<file path="src/rtl/line_engine_pkg.sv">
// Shared definitions for the line engine: FSM encoding, geometry defaults and the
// CPU-side register map used by the MMIO decoder that drives the strobes.
package line_engine_pkg;

  localparam int          LE_COORD_W = 10;
  localparam logic [31:0] LE_FB_BASE = 32'h1000_0000;

  // Byte offsets of the strobe registers inside the CPU's line-engine window
  localparam logic [7:0] LE_MMIO_X0      = 8'h00;
  localparam logic [7:0] LE_MMIO_Y0      = 8'h04;
  localparam logic [7:0] LE_MMIO_X1      = 8'h08;
  localparam logic [7:0] LE_MMIO_Y1      = 8'h0C;
  localparam logic [7:0] LE_MMIO_COLOR   = 8'h10;
  localparam logic [7:0] LE_MMIO_TRIGGER = 8'h14;

  typedef enum logic [1:0] {
    LE_IDLE = 2'd0,
    LE_SWAP = 2'd1,
    LE_INIT = 2'd2,
    LE_DRAW = 2'd3
  } le_state_t;

endpackage

</file>
<file path="src/rtl/line_engine_if.sv">
// Frame-buffer pixel write port of the line engine.
// Handshake: a write transfers on a clock edge where px_valid && px_ready; once px_valid
// rises, px_addr/px_data hold and px_valid stays high until that edge.
interface line_engine_if
  import line_engine_pkg::*;
#(
  parameter int ADDR_W = 32,
  parameter int DATA_W = 32
);
  logic              px_valid;
  logic              px_ready;
  logic [ADDR_W-1:0] px_addr;
  logic [DATA_W-1:0] px_data;

  modport master (output px_valid, output px_addr, output px_data, input px_ready);
  modport slave  (input px_valid, input px_addr, input px_data, output px_ready);
endinterface

</file>
<file path="src/rtl/line_engine.sv">
// Bresenham line rasteriser: latches endpoints/colour from CPU strobes and emits one
// frame-buffer write per visible pixel over the px_* port.
module line_engine
  import line_engine_pkg::*;
#(
  parameter int          COORD_W  = LE_COORD_W,
  parameter int          SCREEN_W = 800,
  parameter int          SCREEN_H = 600,
  parameter logic [31:0] FB_BASE  = LE_FB_BASE
) (
  input  logic               clk,
  input  logic               rst,
  input  logic [COORD_W-1:0] line_point,
  input  logic [31:0]        line_color,
  input  logic               line_color_valid,
  input  logic               line_x0_valid,
  input  logic               line_y0_valid,
  input  logic               line_x1_valid,
  input  logic               line_y1_valid,
  input  logic               line_trigger,
  output logic               line_ready,
  line_engine_if.master      px,
  output le_state_t          state_dbg
);

  localparam logic [COORD_W:0] SCR_W = SCREEN_W[COORD_W:0];
  localparam logic [COORD_W:0] SCR_H = SCREEN_H[COORD_W:0];

  le_state_t state, state_n;

  logic [COORD_W-1:0] x0_r, y0_r, x1_r, y1_r;
  logic [23:0]        color_r;

  // Endpoints after steep/direction normalisation, plus the walking point
  logic               steep_r, ydown_r;
  logic [COORD_W-1:0] wx0_r, wy0_r, wx1_r, wy1_r;
  logic [COORD_W-1:0] x_r, y_r, dx_r, dy_r;
  logic signed [COORD_W+1:0] err_r, err_sub;

  logic [COORD_W-1:0] adx, ady, sx0, sy0, sx1, sy1;
  logic               steep_c;
  logic [COORD_W-1:0] pix_x, pix_y;
  logic               is_draw, visible, step, last;

  always_comb begin
    adx     = (x1_r >= x0_r) ? x1_r - x0_r : x0_r - x1_r;
    ady     = (y1_r >= y0_r) ? y1_r - y0_r : y0_r - y1_r;
    steep_c = ady > adx;
    sx0     = steep_c ? y0_r : x0_r;
    sy0     = steep_c ? x0_r : y0_r;
    sx1     = steep_c ? y1_r : x1_r;
    sy1     = steep_c ? x1_r : y1_r;
  end

  always_comb begin
    pix_x   = steep_r ? y_r : x_r;
    pix_y   = steep_r ? x_r : y_r;
    is_draw = (state == LE_DRAW);
    visible = ({1'b0, pix_x} < SCR_W) && ({1'b0, pix_y} < SCR_H);
    // Off-screen pixels advance without waiting for the frame buffer
    step    = is_draw && (!visible || px.px_ready);
    last    = (x_r == wx1_r);
    err_sub = err_r - $signed({2'b00, dy_r});
  end

  assign px.px_valid = is_draw && visible;
  assign px.px_addr  = is_draw ? FB_BASE + 32'({pix_y, pix_x, 2'b00}) : '0;
  assign px.px_data  = is_draw ? {8'h00, color_r} : '0;
  assign state_dbg   = state;

  always_comb begin
    state_n = state;
    case (state)
      LE_IDLE: if (line_ready && line_trigger) state_n = LE_SWAP;
      LE_SWAP: state_n = LE_INIT;
      LE_INIT: state_n = LE_DRAW;
      LE_DRAW: if (step && last) state_n = LE_IDLE;
      default: state_n = LE_IDLE;
    endcase
  end

  always_ff @(posedge clk) begin
    if (rst) begin
      state      <= LE_IDLE;
      line_ready <= 1'b1;
      x0_r <= '0; y0_r <= '0; x1_r <= '0; y1_r <= '0; color_r <= '0;
      steep_r <= 1'b0; ydown_r <= 1'b0;
      wx0_r <= '0; wy0_r <= '0; wx1_r <= '0; wy1_r <= '0;
      x_r <= '0; y_r <= '0; dx_r <= '0; dy_r <= '0; err_r <= '0;
    end else begin
      state <= state_n;
      // Strobes land at this edge, so SWAP sees a same-cycle strobe's value
      if (line_ready) begin
        if (line_x0_valid)    x0_r    <= line_point;
        if (line_y0_valid)    y0_r    <= line_point;
        if (line_x1_valid)    x1_r    <= line_point;
        if (line_y1_valid)    y1_r    <= line_point;
        if (line_color_valid) color_r <= line_color[23:0];
      end
      // line_ready re-arms one cycle after the FSM is back in IDLE
      if (line_ready && line_trigger) line_ready <= 1'b0;
      else if (state == LE_IDLE)      line_ready <= 1'b1;

      case (state)
        LE_SWAP: begin
          steep_r <= steep_c;
          if (sx0 > sx1) begin
            wx0_r <= sx1; wy0_r <= sy1; wx1_r <= sx0; wy1_r <= sy0;
          end else begin
            wx0_r <= sx0; wy0_r <= sy0; wx1_r <= sx1; wy1_r <= sy1;
          end
        end
        LE_INIT: begin
          dx_r    <= wx1_r - wx0_r;
          dy_r    <= (wy1_r >= wy0_r) ? wy1_r - wy0_r : wy0_r - wy1_r;
          err_r   <= $signed({3'b000, dx_r_init(wx1_r, wx0_r)});
          ydown_r <= !(wy0_r < wy1_r);
          x_r     <= wx0_r;
          y_r     <= wy0_r;
        end
        LE_DRAW: begin
          if (step) begin
            x_r <= x_r + 1'b1;
            if (err_sub < 0) begin
              err_r <= err_sub + $signed({2'b00, dx_r});
              y_r   <= ydown_r ? y_r - 1'b1 : y_r + 1'b1;
            end else begin
              err_r <= err_sub;
            end
          end
        end
        default: ;
      endcase
    end
  end

  // dx >> 1 computed from the normalised endpoints, before dx_r is loaded
  function automatic logic [COORD_W-2:0] dx_r_init(input logic [COORD_W-1:0] a, b);
    logic [COORD_W-1:0] d;
    d = a - b;
    return d[COORD_W-1:1];
  endfunction

endmodule
</file>
<file path="src/flat_wrapper.sv">
// flat-port wrapper written by rule: the top's interface ports become plain ports
module line_engine_flat import line_engine_pkg::*;
#(
  parameter int          COORD_W  = LE_COORD_W,
  parameter int          SCREEN_W = 800,
  parameter int          SCREEN_H = 600,
  parameter logic [31:0] FB_BASE  = LE_FB_BASE
)
  (clk, rst, line_point, line_color, line_color_valid, line_x0_valid, line_y0_valid, line_x1_valid, line_y1_valid, line_trigger, line_ready, state_dbg, px_px_valid, px_px_addr, px_px_data, px_px_ready);
  line_engine_if px_i ();
  input  logic clk;
  input  logic rst;
  input  logic [COORD_W-1:0] line_point;
  input  logic [31:0] line_color;
  input  logic line_color_valid;
  input  logic line_x0_valid;
  input  logic line_y0_valid;
  input  logic line_x1_valid;
  input  logic line_y1_valid;
  input  logic line_trigger;
  output logic line_ready;
  output le_state_t state_dbg;
  output wire logic [$bits(px_i.px_valid)-1:0] px_px_valid;
  output wire logic [$bits(px_i.px_addr)-1:0] px_px_addr;
  output wire logic [$bits(px_i.px_data)-1:0] px_px_data;
  input wire logic [$bits(px_i.px_ready)-1:0] px_px_ready;
  assign px_px_valid = px_i.px_valid;
  assign px_px_addr = px_i.px_addr;
  assign px_px_data = px_i.px_data;
  assign px_i.px_ready = px_px_ready;
  line_engine #(.COORD_W(COORD_W), .SCREEN_W(SCREEN_W), .SCREEN_H(SCREEN_H), .FB_BASE(FB_BASE)) u_core (.clk(clk), .rst(rst), .line_point(line_point), .line_color(line_color), .line_color_valid(line_color_valid), .line_x0_valid(line_x0_valid), .line_y0_valid(line_y0_valid), .line_x1_valid(line_x1_valid), .line_y1_valid(line_y1_valid), .line_trigger(line_trigger), .line_ready(line_ready), .px(px_i), .state_dbg(state_dbg));
endmodule
</file>
<file path="config.mk">
export PLATFORM = sky130hd
export DESIGN_NAME = line_engine_flat
export DESIGN_NICKNAME = d
export VERILOG_FILES = /design/src/rtl/line_engine_pkg.sv /design/src/rtl/line_engine_if.sv /design/src/rtl/line_engine.sv /design/src/flat_wrapper.sv
export SDC_FILE = /design/constraint.sdc
export NUM_CORES = 1
export LEC_CHECK = 0
export ABC_AREA = 1
export CAP_MARGIN = 0
export CORE_MARGIN = 5
export CORE_UTILIZATION = 54
export CTS_CLUSTER_DIAMETER = 120
export DETAILED_ROUTE_END_ITERATION = 7
export GPL_TIMING_DRIVEN = 0
export PLACE_DENSITY = 0.78
export SYNTH_ARGS = -nofsm -noshare
export SYNTH_HDL_FRONTEND = slang
export SYNTH_SLANG_ARGS = --single-unit
</file>
<file path="constraint.sdc">
create_clock -name clk -period 4.65 [get_ports clk]
set_input_delay 0.465 -clock clk [delete_from_list [all_inputs] [get_ports clk]]
set_output_delay 0.465 -clock clk [all_outputs]
set_load 0.02 [all_outputs]
</file>
== Word level (Yosys, flattened, before mapping) ==
Index checks and enable logic that the tools add are counted.

* Bits in registers: 161
* Latch bits: 0
* RAM bits: 0
* Bits in read-only memories: 0
* Output and inout port bits: 68
* Word-level logic and storage cells: 96
* Memories: 0

* Add/subtract/negate cells: 13
* $mul: 0
* Div/mod/pow operators: 0
* $lt $le $gt $ge: 9
* Equal/unequal tests: 8
* Shift operators: 0
* Muxes and demuxes: 29
* Bitwise gates (word level): 0
* Reductions and logical operators: 19

{| class="wikitable"
|+ Operators by type and width
! kind !! count
|-
| 2-to-1 mux 10 bit || 17
|-
| subtractor 10 bit || 7
|-
| case mux 10 bit (2 select lines) || 2
|-
| 2-to-1 mux 32 bit || 1
|-
| adder 29 x 22 -> 30 bit, first input constant || 1
|-
| >= comparator 10 bit || 3
|-
| 2-to-1 mux 12 bit || 2
|-
| 2-to-1 mux 24 bit || 1
|-
| case mux 12 bit (2 select lines) || 1
|-
| adder 10 x 1 -> 10 bit, second input constant || 2
|-
| > comparator 10 bit || 2
|-
| < comparator 10 bit, second input constant || 2
|-
| AND reduction 2 bit || 7
|-
| adder 12 x 11 -> 12 bit || 1
|-
| < comparator 12 x 1 -> 1 bit, second input constant || 1
|-
| subtractor 12 x 11 -> 12 bit || 1
|-
| == test 10 bit || 1
|-
| < comparator 10 bit || 1
|-
| subtractor 10 x 1 -> 10 bit, second input constant || 1
|-
| case mux 2 bit (4 select lines) || 1
|-
| inequality test 2 bit, second input constant || 3
|-
| logical AND 1 bit || 5
|-
| == test 2 bit, second input constant || 2
|-
| 2-to-1 mux 2 bit || 2
|-
| 8 further kinds || 11
|}

== Depth between registers and ports, before layout ==
Gate-level depths: netlist of run 1.

* Depth after elaboration: 9
* Depth in mapped cells: 36
* Depth with buffers taken out: 33

== Worst setup path before layout of run 1 ==
Ideal clock, no wire load.

* Path type: register to register
* Start: register u_core.x1_r[5]
* End: register u_core.wy1_r[0]
* Library setup time: 0.132 ns
* Arrival time: 4.326 ns
* Setup slack: 0.191 ns
* Cell stages (with the launch flop): 32
* Buffers on the path: 4
* Period minus slack after synthesis: 4.459 ns
* Path through: dfxtp_1 inv_1 ha_1 buf_2 a21oi_1 o21ai_0 nand2_1 and2_1 nand3_1 buf_2 nand2_1 o21ai_1 xnor2_1 ha_1 nand2_1 nor2_1 nand4_1 nand2_1 buf_2 nand2_1 and2_1 ha_1 nand2_1 nor2_1 o211ai_1 nand3_1 nand2_1 inv_1 clkbuf_1 nand3_1 nand3_1 a21oi_1

* Cells in the longest elaborated chain, start to end: 6
* Elaborated cells between the ends (all ways): 11
* Those cells by class: add/sub (2); order compare (3); mux (6)

{| class="wikitable"
|+ Ends and longest elaborated chain
! item !! line !! source
|-
| start: declaration || line_engine.sv:31 || <nowiki>logic [COORD_W-1:0] x0_r, y0_r, x1_r, y1_r;</nowiki>
|-
| start signal: assignment || line_engine.sv:96 || <nowiki>if (line_x1_valid) x1_r <= line_point;</nowiki>
|-
| subtractor 10 bit / >= comparator 10 bit (equally long branches) || line_engine.sv:46 || <nowiki>adx = (x1_r >= x0_r) ? x1_r - x0_r : x0_r - x1_r;</nowiki>
|-
| 2-to-1 mux 10 bit || line_engine.sv:46 ||
|-
| > comparator 10 bit || line_engine.sv:48 || <nowiki>steep_c = ady > adx;</nowiki>
|-
| 2-to-1 mux 10 bit (on tied branches) || line_engine.sv:49, line_engine.sv:51 ||
|-
| > comparator 10 bit || line_engine.sv:107 || <nowiki>if (sx0 > sx1) begin</nowiki>
|-
| 2-to-1 mux 10 bit * || line_engine.sv:107 ||
|-
| end signal: assignment || line_engine.sv:88 || <nowiki>wx0_r <= '0; wy0_r <= '0; wx1_r <= '0; wy1_r <= '0;</nowiki>
|-
| end signal: assignment || line_engine.sv:108 || <nowiki>wx0_r <= sx1; wy0_r <= sy1; wx1_r <= sx0; wy1_r <= sy0;</nowiki>
|-
| end signal: assignment || line_engine.sv:110 || <nowiki>wx0_r <= sx0; wy0_r <= sy0; wx1_r <= sx1; wy1_r <= sy1;</nowiki>
|-
| end: declaration || line_engine.sv:36 || <nowiki>logic [COORD_W-1:0] wx0_r, wy0_r, wx1_r, wy1_r;</nowiki>
|}

Every way passes the cells marked *; elsewhere a longest branch is shown, timed or not.
A chain may end at the register's enable or synchronous reset.

== Worst setup path after layout of run 1 ==
* Start: register u_core.x1_r[6]
* End: register u_core.wy0_r[4]

* Cells in the longest elaborated chain, start to end: 6
* Elaborated cells between the ends (all ways): 11
* Those cells by class: add/sub (2); order compare (3); mux (6)

{| class="wikitable"
|+ Ends and longest elaborated chain
! item !! line
|-
| subtractor 10 bit / >= comparator 10 bit (equally long branches) || line_engine.sv:46
|-
| 2-to-1 mux 10 bit || line_engine.sv:46
|-
| > comparator 10 bit || line_engine.sv:48
|-
| 2-to-1 mux 10 bit (on tied branches) || line_engine.sv:49, line_engine.sv:51
|-
| > comparator 10 bit || line_engine.sv:107
|-
| 2-to-1 mux 10 bit * || line_engine.sv:107
|-
| end signal: assignment || line_engine.sv:88
|-
| end signal: assignment || line_engine.sv:108
|-
| end signal: assignment || line_engine.sv:110
|-
| end: declaration || line_engine.sv:36
|}

Marks and branches as above.

==> results of run 1 <==
[metrics by stage]
step / setup WS [ns] / hold WS [ns] / TNS [ns]
CTS: 0.003136 / 0.4718 / 0
detailed placement: -1.198 / 0.4615 / -43.65
floorplan: 0.1914 / 0.4453 / 0
global route: -0.2988 / 0.4920 / -10.43
finish: -0.1327 / 0.4736 / -3.617
global placement: -1.059 / 0.4551 / -39.91
[metal layers]
metal | global-route usage | wire [µm] | vias to the layer above
met5 | 0 | 0 | -
met4 | 0.1433 | 2623 | 0
met3 | 0.04783 | 4009 | 175
met2 | 0.5540 | 22970 | 783
met1 | 0.3969 | 18910 | 6920
li1 | - | - | 7268
[worst min path at each step]
| stage | startpoint | endpoint | slack (ns) | depth (start not counted) |
|---|---|---|---|---|
| 2_1_floorplan | u_core.dy_r[1] | u_core.dy_r[1] | 0.45 | 2 |
| 3_5_place_dp | u_core.wx0_r[8] | u_core.wx0_r[8] | 0.46 | 2 |
| 5_1_grt | u_core.wx0_r[8] | u_core.wx0_r[8] | 0.49 | 2 |
| 6_report | u_core.wx0_r[8] | u_core.wx0_r[8] | 0.47 | 2 |
| 3_3_place_gp | u_core.wx0_r[5] | u_core.wx0_r[5] | 0.46 | 2 |
| 4_1_cts | u_core.wx0_r[8] | u_core.wx0_r[8] | 0.47 | 2 |
[synthesized netlist by cell type, drive strengths merged, types with 2 or more instances]
master    n
buf      59
and2     12
a21oi   194
a21boi    2
fa       10
dfxtp   161
a31oi     3
nand3b    3
nand4    23
o21bai    6
nand3   249
nor3      6
o21ai   168
or2       3
inv     265
o21a      3
clkbuf   61
a221oi    6
a211oi    3
a21o      5
o22ai     3
xor2     44
nand2   497
nor2    183
o211ai   13
ha      120
xnor2    25
[registers in the layout, summed over array words and instances, names as in the netlist]
name               cells
u_core.err_r          12
u_core.x1_r           10
u_core.wy1_r          10
u_core.x0_r           10
u_core.ydown_r         1
u_core.x_r            10
u_core.dx_r           10
u_core.line_ready      1
u_core.y0_r           10
u_core.wy0_r          10
u_core.steep_r         1
u_core.y1_r           10
u_core.dy_r           10
u_core.state_dbg       2
u_core.wx0_r          10
u_core.color_r        24
u_core.wx1_r          10
u_core.y_r            10
[logic make-up (layout without fill, tap and decap cells)]
kind of cell,Yosys count,count (layout),synth area share
adders and majority gates,130,130,0.1266
and+or+nand+nor,977,977,0.3077
buffers and inverters,386,553,0.1188
AOI/OAI and AO/OA,406,406,0.1612
xor gates and xnor gates,69,69,0.04495
DFF,161,161,0.2397
muxes,1,1,0.0007446
other,1,19,0.0002789
[worst max-delay path: cells and delay by family, from the launching register on]
kind,cells,cell delay [ns]
buffers and inverters,7,0.80
AND/OR/NAND/NOR,18,2.14
flip-flops,1,0.37
XOR/XNOR,1,0.24
adder cells (fa/ha/maj),3,0.80
AO/OA/AOI/OAI,2,0.31
[area by class of cell]
| class | instances | area [µm²] | area share |
|---|---|---|---|
| buffer | 116 | 759.5 | 0.04316 |
| clock buffer | 17 | 425.4 | 0.02417 |
| clock inverter | 15 | 186.4 | 0.01059 |
| inverter | 266 | 1021 | 0.05802 |
| multi-input combinational | 1602 | 10140 | 0.5763 |
| sequential | 161 | 3321 | 0.1887 |
| tap | 324 | 405.4 | 0.02304 |
| timing repair buffer | 139 | 1338 | 0.07600 |
[what timing repair did]
item	in CTS	in global routing
cloned	7	0
endpoints found under the setup margin	40	40
resized for setup	235	205
pin swaps	45	114
buffers inserted	22	19
hold buffers	0	0
==> flow_metrics.env, run 1 <==
export IMPL_fin_util=0.7215
export IMPL_skew_ns=0.01678
export IMPL_period_needed_ns=4.783
export IMPL_final_cell_mix="nand2_1 (457), inv_1 (246), nor2_1 (171), nand3_1 (167), a21oi_1 (158)"
export IMPL_drv_cap=0
export IMPL_cts_made_buffers=17
export IMPL_violations="negative setup slack"
export IMPL_route_detailed_wl_per_inst_um=18.37
export IMPL_dr_pass1_iters=6
export IMPL_arrival_ns=5.14
export IMPL_worstSetupEndpointType="flip-flop"
export IMPL_fin_ws_ns=-0.1327
export IMPL_final_nets=2484
export IMPL_antenna_found_initial=0
export IMPL_ctsLongestPathBuffers=2
export IMPL_hpwl_mm=36.15
export IMPL_synthArstFlopShare=0
export IMPL_cts_max_level=4
export IMPL_worst_ep_required_time_ns=5.01
export IMPL_grt_pass1_wl_mm=73.72
export IMPL_worst_r2r_endpoint="u_core.wy0_r[4]"
export IMPL_drive_gt1_frac=0.1887
export IMPL_num_vias=15150
export IMPL_die_y_um=167.8
export IMPL_final_area_mm2=0.01760
export IMPL_rrSetupSlack_ns=-0.13
export IMPL_reg2reg_depth=31
export IMPL_fin_crit_sh=1.029
export IMPL_ios=119
export IMPL_place_inst=2564
export IMPL_fp_row_count=57
export IMPL_io_buffers=91
export IMPL_die_area_mm2=0.02815
export IMPL_routed_wl_mm=48.51
export IMPL_grt_usage=0.3211
export IMPL_synth_edf_count=0
export IMPL_grt_pass1_vias=13990
export IMPL_cpMaxStageDelayCell="dfxtp_4"
export IMPL_ant_nets=0
export IMPL_placed_cell_area_mm2=0.01483
export IMPL_path_max_fanout=8
export IMPL_rsz0062_at_grt="yes"
export IMPL_stdcell_count=2640
export IMPL_yosys_top_cells_area="dfxtp_1 (24%), nand2_1 (14%), ha_1 (11%)"
export IMPL_slew_limit_headroom=0.3964
export IMPL_outcome="finished, violations left"
export IMPL_grt_ovfl_total=0
export IMPL_synthToLayoutAreaGrowth_pct=30.90
export IMPL_gp_congestion=0.9828
export IMPL_critPathKind="flip-flop to flip-flop"
export IMPL_layout_commonest_cell="nand2_1"
export IMPL_num_antenna_cells=0
export IMPL_setup_viol_count_final=40
export IMPL_synth_area_mm2=0.01344
export IMPL_worst_pin_slew_ns=0.9055
export IMPL_hold_viol=0
export IMPL_reg2reg_from="u_core.x1_r[6]"
export IMPL_synth_cells=2131
export IMPL_fp_dieW_um=167.8
export IMPL_synth_top_area_share=0.2397
export IMPL_crit_start="u_core.x1_r[6]"
export IMPL_via_per_inst=5.737
export IMPL_grt_max_degree=19
export IMPL_synth_seq_cells=161
export IMPL_path_clk_slew_ns=0.07
export IMPL_cts_sinks=161
export IMPL_startpoint_type="flip-flop"
export IMPL_syn_avg_cell_area_um2=6.309
export IMPL_final_max_slew_violation_count=0
export IMPL_coreArea_mm2=0.02439
export IMPL_n_fill_cell=1983
export IMPL_synth_cell_types=44
export IMPL_worstSkewPairLatency_ns=0.44
export IMPL_timing_fmax_mhz=209.1
export IMPL_synth_top_area_cell="dfxtp_1"
export IMPL_hold_class="flip-flop to flip-flop"
export IMPL_ys_warn_count=0
export IMPL_cpPeakStageDelay_ns=0.37
export IMPL_synth_top_flop_cell="dfxtp_1"
export IMPL_crit_end="u_core.wy0_r[4]"
export IMPL_drc=0
export IMPL_ys_seq_area_frac=0.2397
export IMPL_initial_core_util=0.5512
export IMPL_cts_root_buf="clkbuf_16"
export IMPL_drt_iter0_drc=1355
export IMPL_tritoncts="built"
Power of run 1 is not shown: default switching activity piles up to over one toggle a cycle in this logic, so the estimate is an artifact.
==> run 2: changes to the inputs <==
--- a/config.mk
+++ b/config.mk
@@ -8,11 +8,10 @@
 export ABC_AREA = 1
 export CAP_MARGIN = 0
 export CORE_MARGIN = 5
-export CORE_UTILIZATION = 54
+export CORE_UTILIZATION = 30
 export CTS_CLUSTER_DIAMETER = 120
 export DETAILED_ROUTE_END_ITERATION = 7
 export GPL_TIMING_DRIVEN = 0
-export PLACE_DENSITY = 0.78
 export SYNTH_ARGS = -nofsm -noshare
 export SYNTH_HDL_FRONTEND = slang
 export SYNTH_SLANG_ARGS = --single-unit
==> run 2 against run 1 <==
  * The flow still finishes with violations (negative setup slack)
  * First-iteration DRC count fell by 9.2%
  * Routed wire length rose by 0.94%
  * Utilization fell by 32 points
  * Sequential cell count did not move
  * Final area rose by 0.52%
  * Fmax rose by 2.2%
  * Register-to-register slack improved by 0.10 ns
  * Via count fell by 3.9%
  * Clock skew fell by 0.0015 ns
  * Setup slack improved by 0.10 ns
  * Clock-buffer cell count rose by 1
  * Sequential share of layout area fell by 0.055 points
  * Highest routed layer is now met5
==> flow_metrics.env, run 2 (same netlist as run 1, synthesis figures left out) <==
export IMPL_top_layer="met5"
export IMPL_setup_viol_count_final=16
export IMPL_path_delay_family="simple AND/OR/NAND/NOR gates"
export IMPL_grt_pass1_vias=13700
export IMPL_tritoncts="built"
export IMPL_drc=0
export IMPL_largest_register_ffs=24
export IMPL_startpoint_type="flip-flop"
export IMPL_reg2reg_depth=28
export IMPL_cpMaxStageDelayCell="fa_2"
export IMPL_final_nets=2483
export IMPL_die_area_mm2=0.04915
export IMPL_drive_gt1_frac=0.1749
export IMPL_ios=119
export IMPL_grt_max_degree=17
export IMPL_final_max_slew_violation_count=0
export IMPL_drv_cap=0
export IMPL_antenna_found_initial=1
export IMPL_die_y_um=221.7
export IMPL_routed_wl_mm=48.97
export IMPL_crit_buf_inv=5
export IMPL_hold_class="flip-flop to flip-flop"
export IMPL_grt_usage=0.1890
export IMPL_cpPeakStageDelay_ns=0.41
export IMPL_path_clk_slew_ns=0.08
export IMPL_dr_pass1_iters=6
export IMPL_worstSkewPairLatency_ns=0.46
export IMPL_worst_pin_slew_ns=1.006
export IMPL_cts_sinks=161
export IMPL_holdWs_ns=0.4747
export IMPL_skew_ns=0.01533
export IMPL_via_per_inst=5.007
export IMPL_critPathKind="flip-flop to flip-flop"
export IMPL_outcome="finished, violations left"
export IMPL_grt_pass1_wl_mm=75.28
export IMPL_slew_limit_headroom=0.3292
export IMPL_timing_fmax_mhz=213.7
export IMPL_fp_dieW_um=221.7
export IMPL_period_needed_ns=4.679
export IMPL_ant_nets=0
export IMPL_initial_core_util=0.3034
export IMPL_fin_ws_ns=-0.02867
export IMPL_ctsLongestPathBuffers=2
export IMPL_rsz0062_at_grt="yes"
export IMPL_crit_cells=28
export IMPL_hold_viol=0
export IMPL_num_vias=14560
export IMPL_cts_hold_buf=0
export IMPL_min_path_cells=2
export IMPL_worst_ep_required_time_ns=5.03
export IMPL_final_cell_mix="nand2_1 (460), inv_1 (247), nand3_1 (192), nor2_1 (171), a21oi_1 (155)"
export IMPL_regMostFlops="u_core.color_r"
export IMPL_coreArea_mm2=0.04432
export IMPL_arrival_ns=5.06
export IMPL_cts_made_buffers=17
export IMPL_path_max_fanout=8
export IMPL_io_buffers=91
export IMPL_route_detailed_wl_per_inst_um=16.84
export IMPL_layout_commonest_cell="nand2_1"
export IMPL_cts_root_buf="clkbuf_16"
export IMPL_drt_iter0_drc=1231
export IMPL_num_antenna_cells=0
export IMPL_hpwl_mm=38.72
export IMPL_synthToLayoutAreaGrowth_pct=31.58
export IMPL_cts_max_level=4
export IMPL_grt_ovfl_total=0
export IMPL_met3_length_mm=2.498
export IMPL_wl_met1_mm=22.25
export IMPL_top_regs="u_core.color_r x24, u_core.err_r x12"
export IMPL_violations="negative setup slack"
export IMPL_fp_row_count=77
export IMPL_n_fill_cell=4657
export IMPL_fin_util=0.3992
export IMPL_dr_wl_met2_mm=22.97
export IMPL_gp_congestion=0.9644
export IMPL_fin_crit_sh=1.006
export IMPL_worstSetupEndpointType="flip-flop"
-- run 2: cell count changes in the layout (fill, tap and decap cells not counted), sizes merged --
cell,change
clkbuf,+2
clkinvlp,+1
buf,-2
inv,-1
clkinv,-2
bufinv,+1
-- run 2: routing by layer --
metal,track usage,vias to the layer above
met5,0,-
met3,0.02635,67
met1,0.2502,6795
li1,-,7262
met2,0.3240,429
met4,0.05051,2
-- run 2: metrics by stage --
stage	setup TNS [ns]	instances	instance area, µm²	setup WS, ns
after floorplan	0	2149	13510	0.1914
after global placement	-46.18	2832	15160	-1.206
after detailed placement	-47.53	2832	15160	-1.262
after CTS	-0.001635	2886	16520	-0.001635
after global routing	-7.512	2907	17690	-0.2217
final	-0.2060	2907	17690	-0.02867
-- run 2: final cells by class --
cell class,instances,area (µm²),area share
multi-input combinational,1602,9907,0.5600
sequential,161,3328,0.1881
timing repair buffer,141,1350,0.07632
inverter,266,1026,0.05800
tap,592,740.7,0.04187
buffer,113,732.0,0.04138
clock buffer,18,439.2,0.02483
clock inverter,14,166.4,0.009407
-- run 2: path summary, 6_finish.rpt --
check,to,startpoint,slack (ns)
worst min-delay path,u_core.wx0_r[5],u_core.wx0_r[5],0.47
worst max register to register,u_core.wy0_r[2],u_core.x0_r[0],-0.03
worst max-delay path,u_core.wy0_r[2],u_core.x0_r[0],-0.03
worst min register to register,u_core.wx0_r[5],u_core.wx0_r[5],0.47
-- run 2: timing repair --
item	4_1_cts	5_1_grt
gates resized for setup	172	218
endpoints found under the setup margin	40	40
gates cloned	5	3
pin swaps	24	87
buffers inserted	22	20
-- run 2: tightest hold or removal path, delay by kind of cell (launching register included) --
| family | cells | cell delay [ns] |
|---|---|---|
| AO/OA/AOI/OAI | 1 | 0.05 |
| flip-flops | 1 | 0.32 |
| AND/OR/NAND/NOR | 1 | 0.06 |
Power of run 2 is left out for the same reason.
==> run 3: changes to the inputs <==
--- a/config.mk
+++ b/config.mk
@@ -12,6 +12,7 @@
 export CTS_CLUSTER_DIAMETER = 120
 export DETAILED_ROUTE_END_ITERATION = 7
 export GPL_TIMING_DRIVEN = 0
+export SETUP_SLACK_MARGIN = 0.2
 export SYNTH_ARGS = -nofsm -noshare
 export SYNTH_HDL_FRONTEND = slang
 export SYNTH_SLANG_ARGS = --single-unit
==> run 3 against run 2 <==
  * The run still ends with negative setup slack left
  * Routed wire length up 1.2%
  * Critical path depth up 1
  * Fmax down 1.1%
  * Global-route usage up 0.39 points
  * Sequential cell count unchanged
  * Hold slack worse by 0.0035 ns
  * Final area up 2.1%
  * Register-to-register slack worse by 0.05 ns
  * Highest routed layer is now met4
==> flow_metrics.env, run 3 (same netlist as run 1, synthesis figures left out) <==
export IMPL_outcome="finished, violations left"
export IMPL_violations="negative setup slack"
export IMPL_route_detailed_wl_per_inst_um=16.89
export IMPL_tritoncts="built"
export IMPL_layout_commonest_cell="nand2_1"
export IMPL_final_cell_mix="nand2_1 (459), inv_1 (249), nor2_1 (169), nand3_1 (169), a21oi_1 (148)"
export IMPL_hold_class="flip-flop to flip-flop"
export IMPL_gp_congestion=0.9790
export IMPL_slew_limit_headroom=0.2852
export IMPL_drt_iter0_drc=1154
export IMPL_fp_row_count=77
export IMPL_grt_max_degree=17
export IMPL_grt_usage=0.1929
export IMPL_cpMaxStageDelayCell="fa_2"
export IMPL_cts_max_level=4
export IMPL_via_per_inst=5.044
export IMPL_cts_root_buf="clkbuf_16"
export IMPL_hp_start="u_core.wx0_r[5]"
export IMPL_grt_pass1_vias=14270
export IMPL_grt_ovfl_total=0
export IMPL_reg2reg_depth=29
export IMPL_coreArea_mm2=0.04432
export IMPL_setup_viol_count_final=36
export IMPL_crit_start="u_core.x1_r[0]"
export IMPL_path_max_fanout=8
export IMPL_rrSetupSlack_ns=-0.08
export IMPL_period_needed_ns=4.732
export IMPL_drive_gt1_frac=0.1968
export IMPL_final_nets=2511
export IMPL_worst_pin_slew_ns=1.072
export IMPL_reg2reg_from="u_core.x1_r[0]"
export IMPL_cpMostUsedCell="nand2_4"
export IMPL_cts_sinks=161
export IMPL_regMostFlops="u_core.color_r"
export IMPL_path_clk_slew_ns=0.07
export IMPL_num_antenna_cells=0
export IMPL_largest_register_ffs=24
export IMPL_grt_pass1_wl_mm=77.65
export IMPL_num_vias=14810
export IMPL_drv_cap=0
export IMPL_ios=119
export IMPL_synthToLayoutAreaGrowth_pct=34.36
export IMPL_skew_ns=0.01143
export IMPL_top_regs="u_core.color_r x24, u_core.err_r x12"
export IMPL_worstSetupEndpointType="flip-flop"
export IMPL_startpoint_type="flip-flop"
export IMPL_final_max_slew_violation_count=0
export IMPL_ctsLongestPathBuffers=2
export IMPL_stdcell_count=2935
export IMPL_critPathKind="flip-flop to flip-flop"
export IMPL_worstHoldEndpoint="u_core.wx0_r[5]"
export IMPL_io_buffers=91
export IMPL_timing_fmax_mhz=211.3
export IMPL_rsz0062_at_grt="yes"
export IMPL_cts_hold_buf=0
export IMPL_cpPeakStageDelay_ns=0.37
export IMPL_place_inst=2832
export IMPL_worst_ep_required_time_ns=5.03
export IMPL_antenna_found_initial=0
export IMPL_hold_viol=0
export IMPL_worst_r2r_endpoint="u_core.wy1_r[3]"
export IMPL_ant_nets=0
export IMPL_die_area_mm2=0.04915
export IMPL_min_path_cells=2
export IMPL_cts_made_buffers=17
export IMPL_hpwl_mm=38.22
export IMPL_drc=0
export IMPL_arrival_ns=5.11
export IMPL_fp_dieW_um=221.7
export IMPL_die_y_um=221.7
export IMPL_fin_crit_sh=1.018
export IMPL_routed_wl_mm=49.58
export IMPL_fin_ws_ns=-0.08156
export IMPL_worstSkewPairLatency_ns=0.45
export IMPL_dr_pass1_iters=6
export IMPL_initial_core_util=0.3034
==> run 3: repair_timing <==
item,4_1_cts,5_1_grt
setup buffers,48,17
resized for setup,316,122
pin swaps,84,71
endpoints found under the setup margin,40,40
gates cloned,8,0
==> run 3: worst max-delay path by stage <==
stage / slack [ns] / end / depth (start not counted)
3_3_place_gp: -1.15 / u_core.wx0_r[2] / 34
4_1_cts: 0.13 / u_core.wy1_r[9] / 32
3_5_place_dp: -1.22 / u_core.wx0_r[2] / 30
2_1_floorplan: 0.20 / u_core.wy0_r[0] / 31
5_1_grt: -0.28 / u_core.wy1_r[3] / 32
6_report: -0.08 / u_core.wy1_r[3] / 29
==> run 3: final cells by class <==
class | count | area (µm²)
fillers | 4608 | 26250
multi-input cells | 1602 | 10000
flip-flops and latches | 161 | 3326
repair buffers | 164 | 1569
inverters | 266 | 1018
plain buffers | 118 | 818.3
well taps | 592 | 740.7
clock buffers | 20 | 446.7
clock inverters | 12 | 145.1
==> run 3: metal layers <==
| layer | part of all wire | vias to the layer above | GRT usage | wire length [µm] |
|---|---|---|---|---|
| li1 | - | 7295 | - | - |
| met1 | 0.45 | 6965 | 0.2536 | 22330 |
| met2 | 0.47 | 450 | 0.3288 | 23320 |
| met3 | 0.052 | 95 | 0.02886 | 2557 |
| met4 | 0.028 | 0 | 0.05627 | 1365 |
| met5 | 0 | - | 0 | 0 |
==> run 3: per-stage QoR <==
step                cell area (µm²)  worst slack (ns)  utilization  hold slack [ns]  TNS, ns
floorplan                     13510            0.2041            -           0.4453        0
global placement              15170            -1.149       0.3422           0.4536   -40.96
detailed placement            15170            -1.224       0.3422           0.4562   -43.42
CTS                           17400            0.1280       0.3926           0.4674        0
global route                  18060           -0.2797       0.4076           0.4888   -9.313
finish                        18060          -0.08156       0.4076           0.4712   -1.445
==> run 3: critical path, delay by kind of cell (launching register included) <==
kind / cells / cell delay [ns]
XOR/XNOR: 1 / 0.14
flip-flops: 1 / 0.35
AO/OA/AOI/OAI: 3 / 0.45
AND/OR/NAND/NOR: 14 / 1.69
adder cells (fa/ha/maj): 4 / 1.13
buffers and inverters: 7 / 0.88
Power of run 3 is left out for the same reason.
